==> config.mk <==
export PLATFORM = sky130hd
export DESIGN_NAME = mem_access_ctrl
export DESIGN_NICKNAME = d
export VERILOG_FILES = /design/src/rtl/lc3_pkg.sv /design/src/rtl/mem_op_decode.sv /design/src/rtl/mem_access_ctrl.sv
export SDC_FILE = /design/constraint.sdc
export NUM_CORES = 1
export LEC_CHECK = 0
export BUFFER_PORTS_ARGS = -buffer_cell sky130_fd_sc_hd__buf_2
export CORE_ASPECT_RATIO = 1.75
export CORE_MARGIN = 5
export CORE_UTILIZATION = 50
export CTS_CLUSTER_DIAMETER = 150
export DETAILED_ROUTE_END_ITERATION = 16
export PLACE_DENSITY = 0.82
export SLEW_MARGIN = 10
export SYNTH_ARGS = -nofsm -noshare
export SYNTH_HDL_FRONTEND = slang
export SYNTH_SLANG_ARGS = --single-unit
export TNS_END_PERCENT = 20
==> constraint.sdc <==
create_clock -name clk -period 1.6 [get_ports clk]
set_clock_uncertainty 0.05 [all_clocks]
set_input_delay 0.08 -clock clk [delete_from_list [all_inputs] [get_ports clk]]
set_output_delay 0.08 -clock clk [all_outputs]
set_load 0.05 [all_outputs]
==> src/rtl/lc3_pkg.sv <==
// Shared LC-3 definitions: memory opcodes and the memory-stage state encoding.
package lc3_pkg;

  localparam logic [3:0] OP_LD  = 4'b0010;
  localparam logic [3:0] OP_LDR = 4'b0110;
  localparam logic [3:0] OP_LDI = 4'b1010;
  localparam logic [3:0] OP_ST  = 4'b0011;
  localparam logic [3:0] OP_STR = 4'b0111;
  localparam logic [3:0] OP_STI = 4'b1011;

  typedef enum logic [1:0] {
    MS_IDLE   = 2'd0,
    MS_PTR    = 2'd1,
    MS_ACCESS = 2'd2,
    MS_DONE   = 2'd3
  } mem_state_e;

endpackage

==> src/rtl/mem_op_decode.sv <==
// Classifies an LC-3 opcode as load/store and direct/indirect.
// Purely combinational, no latency, no flow control.
module mem_op_decode
  import lc3_pkg::*;
(
  input  logic [3:0] op,
  output logic       is_mem,
  output logic       is_store,
  output logic       is_ind
);

  always_comb begin
    is_mem   = 1'b0;
    is_store = 1'b0;
    is_ind   = 1'b0;
    case (op)
      OP_LD, OP_LDR: is_mem = 1'b1;
      OP_LDI:        begin is_mem = 1'b1; is_ind = 1'b1; end
      OP_ST, OP_STR: begin is_mem = 1'b1; is_store = 1'b1; end
      OP_STI:        begin is_mem = 1'b1; is_store = 1'b1; is_ind = 1'b1; end
      default:       ;
    endcase
  end

endmodule

==> src/rtl/mem_access_ctrl.sv <==
// LC-3 memory-access stage sequencer: one memory transaction for direct ops, two for indirect.
// Latency 3 cycles direct / 4 indirect plus memory waits; stalls upstream until the op completes.
module mem_access_ctrl
  import lc3_pkg::*;
#(
  parameter int DATA_W = 16
) (
  input  logic              clk,
  input  logic              rst_n,
  input  logic              m_valid,
  input  logic [3:0]        m_op,
  input  logic [DATA_W-1:0] m_addr,
  input  logic [DATA_W-1:0] m_wdata,
  input  logic [DATA_W-1:0] mem_rdata,
  input  logic              mem_ready,
  output logic              mem_req,
  output logic              mem_we,
  output logic [DATA_W-1:0] mem_addr,
  output logic [DATA_W-1:0] mem_wdata,
  output logic              stall,
  output logic              ld_valid,
  output logic [DATA_W-1:0] ld_data,
  output logic [1:0]        mem_state
);

  mem_state_e        state_q, state_d;
  logic [DATA_W-1:0] addr_q, wdata_q, ptr_q, ld_data_q;
  logic              is_store_q, is_ind_q;
  logic              dec_mem, dec_store, dec_ind;
  logic              accept;

  mem_op_decode u_dec (
    .op       (m_op),
    .is_mem   (dec_mem),
    .is_store (dec_store),
    .is_ind   (dec_ind)
  );

  assign accept = (state_q == MS_IDLE) && m_valid && dec_mem;

  always_comb begin
    state_d   = state_q;
    mem_req   = 1'b0;
    mem_we    = 1'b0;
    mem_addr  = '0;
    mem_wdata = '0;
    stall     = 1'b0;
    ld_valid  = 1'b0;
    case (state_q)
      MS_IDLE: begin
        if (accept) begin
          stall   = 1'b1;
          state_d = dec_ind ? MS_PTR : MS_ACCESS;
        end
      end
      MS_PTR: begin
        stall    = 1'b1;
        mem_req  = 1'b1;
        mem_addr = addr_q;
        if (mem_ready) state_d = MS_ACCESS;
      end
      MS_ACCESS: begin
        stall     = 1'b1;
        mem_req   = 1'b1;
        mem_we    = is_store_q;
        mem_addr  = is_ind_q ? ptr_q : addr_q;
        mem_wdata = wdata_q;
        if (mem_ready) state_d = MS_DONE;
      end
      MS_DONE: begin
        // stall drops here so the pipeline register advances past the finished op
        ld_valid = !is_store_q;
        state_d  = MS_IDLE;
      end
      default: state_d = MS_IDLE;
    endcase
  end

  always_ff @(posedge clk) begin
    if (!rst_n) begin
      state_q    <= MS_IDLE;
      addr_q     <= '0;
      wdata_q    <= '0;
      ptr_q      <= '0;
      ld_data_q  <= '0;
      is_store_q <= 1'b0;
      is_ind_q   <= 1'b0;
    end else begin
      state_q <= state_d;
      if (accept) begin
        addr_q     <= m_addr;
        wdata_q    <= m_wdata;
        is_store_q <= dec_store;
        is_ind_q   <= dec_ind;
      end
      if (state_q == MS_PTR && mem_ready)
        ptr_q <= mem_rdata;
      if (state_q == MS_ACCESS && mem_ready && !is_store_q)
        ld_data_q <= mem_rdata;
    end
  end

  assign ld_data   = ld_data_q;
  assign mem_state = state_q;

endmodule
# Word level (Yosys, flattened, before mapping)
# Index checks and enable logic that the tools add are counted.
# W data, S select, Z words.
# totals
ff_bits	68
wordCells	47
# classes
n_reduce_logical	12
n_mux	16
n_eq_ne	12
# ops
cell	n
$mux W16	2
$pmux W16 S2	1
$eq A4 B2 Y1 const B	2
$eq A4 B3 Y1 const B	2
$eq A4 B4 Y1 const B	2
$mux W2	4
$pmux W2 S4	1
$mux W1	7
$ne A2 B2 Y1 const B	3
$reduce_or A6 Y1	1
$logic_and A1 B1 Y1	5
$eq A2 B2 Y1 const B	2
$reduce_or A2 Y1	2
$reduce_and A3 Y1	1
$reduce_or A3 Y1	1
$eq A2 B1 Y1 const B	1
$logic_not A2 Y1	1
$pmux W1 S2	1
$logic_not A1 Y1	1

# Logic depth before layout (Yosys ltp)
# Gate-level depths: netlist (run 1).
# logic_depth
word_depth	6
ltp_mapped	8

# By module
# A second synthesis (run 1) with hierarchy kept.
# unflattened
cells_unflattened	390
hier_area_um2	3176.8
# by_module_without_submodules
mod	seq_area_each_um2	area_per_inst_um2	cells_each	instances
mem_access_ctrl	1361.3	3151.8	386	1
mem_op_decode	0.0	25.0	4	1

# Worst setup path before layout (run 1)
# OpenSTA, ideal clock, no wires.
# synth_timing
kind	register to output
startpoint	reg state_q[0], in the netlist mem_state[0]
endpoint	out mem_addr[10]
path_stages_with_launch	5
arrival_ns	2.502
path_slack_ns	-1.032
cell_sequence	dfxtp_1 -> inv_1 -> ha_1 -> clkbuf_1 -> nor2b_1
# synth_via
elab_chain_len	2
# synth_rtl
element	line_no	source
from (decl)	mem_access_ctrl.sv:26	mem_state_e state_q, state_d;
from (signal assigned)	mem_access_ctrl.sv:89	state_q <= state_d;
$eq A2 B2 Y1 / $eq A2 B1 Y1 (equally long branches)	mem_access_ctrl.sv:49	case (state_q)
$pmux W16 S2 *	mem_access_ctrl.sv:49	
to (decl)	mem_access_ctrl.sv:18	output logic [DATA_W-1:0] mem_addr,
# Every way passes the cells marked *; elsewhere a longest branch is shown, timed or not.

# Final worst setup path (run 1)
# layout_timing
startpoint	reg state_q[0], in the netlist mem_state[0]
endpoint	out mem_addr[6]
# The elaborated chain is that of the path after synthesis.

==> metrics.csv, run 1 <==
stage;metric;value;unit
run_status;run_status;finished, violations left;
run_status;violations;setup timing;
clocking;clk_pin_slew;0.07;ns
placement;routabilityCongestion;0.755;
cells_and_area;multi_input_area;0.00186;sq mm
die;io_pins;110;
global_routing;first_global_vias;3396;
setup_path;cp_max_fo;5;
cells_and_area;antenna_cells;0;
cells_and_area;areaGrowthSynthToFinish;67.0;%
global_routing;grt_max_degree;40;
timing;timing.final.crit_share;118;%
yosys;syn_area;0.00310;sq mm
setup_path;cp_cell_sequence;buf_6 > ha_4 > o21bai_4 > buf_16 > a22oi_2 > nor2b_4 > buf_6;
timing;rsz0062_at_grt;true;
timing;fmax;529;MHz
clocking;clkLatencyLatePin;0.35;ns
power;ir_drop;1010;uV
drt;num_vias;3263;
setup_path;arrival;1.76;ns
placement;dp_slack;-0.190;ns
power;power_leakage;0.00208;uW
placement;port_buffers;109;
cells_and_area;final_layout_size_suffix_gt1_share;40.1;%
setup_path;crit_required;1.47;ns
setup_path;crit_top_cell;buf_6;
setup_path;crit_slowest_cell;dfxtp_4;
drt;drc;0;
clocking;cts_made_buffers;9;
setup_path;crit_path_end_kind;output port;
setup_path;crit_family;buffers and inverters;
power;intPower;4650;uW
setup_path;path_buf_inv;3;
global_routing;grt_pass1_wl;16300;um
die;die_h;114;um
global_routing;grt_antenna_before_repair;0;
global_routing;overflow;0;
yosys;ys_seq_area_share;43.9;%
die;die_area;0.00794;sq mm
drt;wire_per_inst;16.4;um
cells_and_area;fin_util;84.4;%
clocking;clockBufferDepth;2;
die;die-width;69.5;um
power;power_per_cell_area;1430;mW/mm^2
drt;postRouteAntennaNets;0;
power;p_sw;2770;uW
drt;firstDrtPassIters;5;
power;power_frac_seq;27.7;%
yosys;synth_seq_cells;68;
timing;worst_pin_slew;0.407;ns
die;placementRows;38;
setup_path;worstSetupPathType;reg -> out;
clocking;tritoncts;yes;
placement;hpwl;5960;um
drt;drt_wl_total;10200;um
power;clkPwrFrac;22.9;%
drt;drt_iter0_drc;232;
clocking;cts.htree.levels;3;
power;combPwrFrac;49.4;%
power;swShare;37.3;%
timing;worst_slack;-0.291;ns
yosys;yosysWarnings;0;
yosys;synth.avg_cell_area;8.31;sq um
die;start_util;50.5;%
setup_path;crit_path_start_kind;register;
yosys;synth_nets;434;
cells_and_area;final_nets;600;
timing;finalSetupViolCount;34;
clocking;cts_sinks;68;
yosys;ys_types;29;
cells_and_area;n_fill_cell;315;
drt;viasPerCell;5.23;
timing;fin_crit;1.89;ns
timing;hold_viol;0;
global_routing;grt_util_all_layers;25.9;%
clocking;clockRootBuffer;clkbuf_8;
flow_run;maxCapViolations;0;
timing;slew_viol_final;0;
die;design.core.area;0.00613;sq mm
cells_and_area;ff_latch_area;0.00137;sq mm
yosys;synth_cells;373;
setup_path;max_stage_delay;0.36;ns
hold_path;hp-class;in -> reg;
timing;slew_headroom;72.9;%
[flip-flops by register name, summed over array words and instances, names as in the netlist]
signal,cells
addr_q,16
is_ind_q,1
is_store_q,1
ld_data,16
mem_state,2
ptr_q,16
wdata_q,16
[per-stage QoR]
stage	hold slack, ns	TNS (ns)	cell area, sq um	power (uW)	instances
CTS	0.0395	-4.86	4970	7100	621
detailed placement	0.277	-4.75	3940	4790	551
global route	0.0513	-6.91	5170	7740	624
global placement	0.270	-2.55	3940	4730	551
floorplan	0.165	-0.415	3330	4270	373
finish	0.0662	-4.86	5170	7420	624
[layout make-up]
cell class	count	area share [%]
Clock buffer	13	3.48
Clock inverter	3	1.26
Inverter	4	0.387
Multi-Input combinational cell	275	36.0
Sequential cell	68	26.5
Tap cell	80	1.93
Timing Repair Buffer	181	30.5
[kinds of logic after synthesis]
group | count (synthesis) | synth area share (%)
AND/OR/NAND/NOR | 179 | 25.2
AO/OA/AOI/OAI | 91 | 22.7
flip-flops | 68 | 43.9
buffers and inverters | 30 | 6.18
adder cells (fa/ha/maj) | 5 | 2.02
[routing by layer]
metal	vias up	track usage, %	part of all wire [%]	routed length [um]
met3	29	4.48	5.7	584
met4	0	13.6	3.1	317
met5	-	0	0	0
met2	127	49.4	55	5640
li1	1552	-	-	-
met1	1555	26.4	36	3700
[cell usage after synthesis]
cell / instances / share of area (%)
nand2_1: 133 / 16
dfxtp_1: 68 / 44
a21boi_1: 35 / 8.5
a21boi_0: 30 / 7.3
and2_1: 19 / 3.8
nor2b_1: 17 / 3.4
a22oi_1: 16 / 3.9
clkbuf_1: 9 / 1.1
buf_6: 8 / 2.9
ha_1: 5 / 2.0
nor2_1: 5 / 0.61
buf_2: 3 / 0.48
buf_4: 3 / 0.73
clkbuf_2: 3 / 0.48
inv_1: 3 / 0.36
o211ai_1: 2 / 0.48
o21ai_0: 2 / 0.32
a21oi_4: 1 / 0.52
a31oi_1: 1 / 0.20
inv_2: 1 / 0.12
nand2b_1: 1 / 0.20
nand3_2: 1 / 0.32
nand4b_1: 1 / 0.28
nor2_2: 1 / 0.20
o21bai_4: 1 / 0.61
o221a_2: 1 / 0.36
o311a_1: 1 / 0.32
o31ai_1: 1 / 0.24
or2_1: 1 / 0.20
[worst register-to-register path, delay by kind of cell (launching register included)]
family,cells,cell delay [ns]
flops,1,0.36
fa+ha+maj,1,0.15
buf+inv,3,0.38
compound gates,1,0.34
simple gates,2,0.19
[timing repair]
item | CTS | global route
endpoints found under the setup margin | 67 | 50
setup buffers | 4 | 3
cloned | 1 | 0
resized for setup | 72 | 60
endpoints found under the hold margin | 65 | 0
hold buffers | 49 | 0
pin swaps | 15 | 18
[final timing paths]
path                              startpoint            to  slack [ns]  cells after the start
worst min-delay path                 m_op[3]      is_ind_q        0.07                      2
worst max-delay path            mem_state[0]   mem_addr[6]       -0.29                      7
worst max register to register  mem_state[0]  mem_state[0]        0.02                      7
worst min register to register   ld_data[14]   ld_data[14]        0.40                      2
[cells in the final DEF (no fill, tap or decap), types with 3 or more instances in the layout]
master         instances
a21boi_0              27
a21boi_1              36
a22oi_2               16
and2_4                17
buf_12                 5
buf_2                 73
buf_4                  8
buf_6                 38
buf_8                  7
clkbuf_8              11
dfxtp_1               66
dlygate4sd3_1         49
ha_4                   3
nand2_1              132
nor2_2                 4
nor2b_4               16
[power by group through the flow]
| stage | logic (uW) | clock network (uW) | registers [uW] |
|---|---|---|---|
| finish | 3670 | 1700 | 2060 |
| global route | 3870 | 1800 | 2070 |
| CTS | 3330 | 1720 | 2040 |
| detailed placement | 2710 | 0 | 2070 |
| global placement | 2670 | 0 | 2060 |
| floorplan | 1960 | 0 | 2310 |
(Power assumes the default switching activity.)
==> run 2, diff against run 1 <==
--- a/config.mk
+++ b/config.mk
@@ -12,6 +12,7 @@
 export CTS_CLUSTER_DIAMETER = 150
 export DETAILED_ROUTE_END_ITERATION = 16
 export PLACE_DENSITY = 0.82
+export SETUP_SLACK_MARGIN = 0.2
 export SLEW_MARGIN = 10
 export SYNTH_ARGS = -nofsm -noshare
 export SYNTH_HDL_FRONTEND = slang
==> metrics.csv, run 2 (synthesis results as in run 1) <==
stage;metric;value;unit
run_status;run_status;finished, violations left;
run_status;violations;setup timing;
global_routing;grt_max_degree;30;
cells_and_area;mostFrequentLayoutCells;nand2_1 (129), buf_2 (73), dfxtp_1 (66);
cells_and_area;ff_latch_area;0.00137;sq mm
timing;hold_viol;0;
global_routing;grt_antenna_before_repair;0;
die;design.core.area;0.00613;sq mm
cells_and_area;mostFrequentLayoutCell;nand2_1;
power;total_power;7880;uW
die;die_area;0.00794;sq mm
cells_and_area;final_nets;612;
global_routing;grt_util_all_layers;26.7;%
clocking;tritoncts;yes;
cells_and_area;n_fill_cell;264;
global_routing;overflow;0;
timing;timing.final.crit_share;116;%
timing;worst_slack;-0.260;ns
timing;slew_headroom;72.2;%
setup_path;worstSetupPathType;reg -> out;
placement;hpwl;5800;um
placement;dpl_cell_area;0.00394;sq mm
cells_and_area;finish.instance_area;0.00542;sq mm
clocking;cts_sinks;68;
drt;firstDrtPassIters;4;
setup_path;crit_family;flip-flops;
die;die-width;69.5;um
flow_run;maxCapViolations;0;
cells_and_area;antenna_cells;0;
timing;worst_pin_slew;0.417;ns
timing;finalSetupViolCount;60;
drt;viasPerCell;5.46;
setup_path;crit_path_end_kind;output port;
drt;num_vias;3472;
hold_path;hp-class;in -> reg;
clocking;clockBufferDepth;2;
timing;whs;0.0690;ns
power;power_per_cell_area;1450;mW/mm^2
global_routing;grt_pass1_wl;16800;um
setup_path;path_buf_inv;3;
cells_and_area;final_layout_size_suffix_gt1_share;42.6;%
placement;routabilityCongestion;0.761;
clocking;clkLatencyLatePin;0.35;ns
drt;drt_iter0_drc;327;
setup_path;arrival;1.73;ns
timing;slew_viol_final;0;
global_routing;first_global_vias;3496;
clocking;cts.htree.levels;3;
die;start_util;50.5;%
die;io_pins;110;
setup_path;cp_max_fo;5;
setup_path;crit_required;1.47;ns
timing;fin_crit;1.86;ns
drt;wire_per_inst;19.8;um
setup_path;crit_slowest_cell;dfxtp_4;
clocking;cts_made_buffers;9;
drt;drc;0;
power;ir_drop;1280;uV
setup_path;max_stage_delay;0.39;ns
die;placementRows;38;
clocking;clk_pin_slew;0.07;ns
setup_path;cp_cell_sequence;inv_4 > ha_4 > and2_4 > buf_12 > a22oi_2 > nor2b_4 > buf_8;
drt;drt_wl_total;12600;um
timing;rsz0062_at_grt;true;
die;die_h;114;um
cells_and_area;multi_input_area;0.00194;sq mm
power;power_leakage;0.00219;uW
setup_path;crit_path_start_kind;register;
drt;postRouteAntennaNets;0;
clocking;clockRootBuffer;clkbuf_8;
cells_and_area;areaGrowthSynthToFinish;74.8;%
placement;port_buffers;109;
timing;fmax;538;MHz
run 2: cell count changes in the layout (fill, tap and decap cells not counted), sizes merged:
cell / delta
bufinv: -1
clkinv: +4
or2: +1
inv: +1
buf: +7
run 2: area by class of cell:
class                   instances  share of cell area, %
well taps                      80                   1.85
flip-flops and latches         68                   25.3
clock buffers                   9                   2.29
multi-input cells             276                   35.9
clock inverters                 7                   1.39
repair buffers                192                   32.9
inverters                       4                  0.416
run 2: routing by layer:
metal / wire length, um / share of wire [%] / global-route usage (%) / up-vias
li1: - / - / - / 1586
met1: 4320 / 34 / 26.6 / 1657
met2: 6910 / 55 / 49.6 / 172
met3: 690 / 5.5 / 5.98 / 57
met4: 704 / 5.6 / 16.4 / 0
met5: 0 / 0 / 0 / -
run 2: timing repair:
action | in CTS | in global routing
setup buffers | 9 | 3
resized for setup | 126 | 60
gates cloned | 2 | 4
hold buffers | 49 | 0
pin swaps | 24 | 14
setup endpoints to repair | 103 | 100
endpoints found under the hold margin | 65 | 0
run 2: path summary, 6_finish.rpt:
| check | start | end | slack [ns] | cells after the start |
|---|---|---|---|---|
| max | mem_state[0] | mem_addr[6] | -0.26 | 7 |
| min | m_op[3] | is_ind_q | 0.07 | 2 |
| max reg2reg | mem_state[1] | addr_q[0] | -0.06 | 9 |
| min reg2reg | wdata_q[10] | wdata_q[10] | 0.40 | 2 |
run 2: per-stage QoR:
stage               setup TNS, ns  instances  worst slack [ns]  utilization, %
detailed placement          -3.03        553            -0.193            64.2
floorplan                  -0.415        373           -0.0407               -
finish                      -5.85        636            -0.260            88.3
global placement            -1.63        553            -0.134            64.2
global route                -9.31        636            -0.300            88.3
CTS                         -3.04        629            -0.210            83.8
run 2: worst register-to-register path, stage by stage (launching register included):
cell and delay, ns:
dfxtp_4 0.37, inv_4 0.07, buf_6 0.11, ha_4 0.15
nand3_4 0.08, a21oi_4 0.22, buf_8 0.19, buf_12 0.14
nand2_1 0.07, a21boi_1 0.14
run 2: report_power, final:
| group | internal [uW] | switching (uW) |
|---|---|---|
| Sequential | 1910 | 173 |
| Combinational | 2070 | 2290 |
| Clock | 727 | 706 |
| Total | 4710 | 3170 |
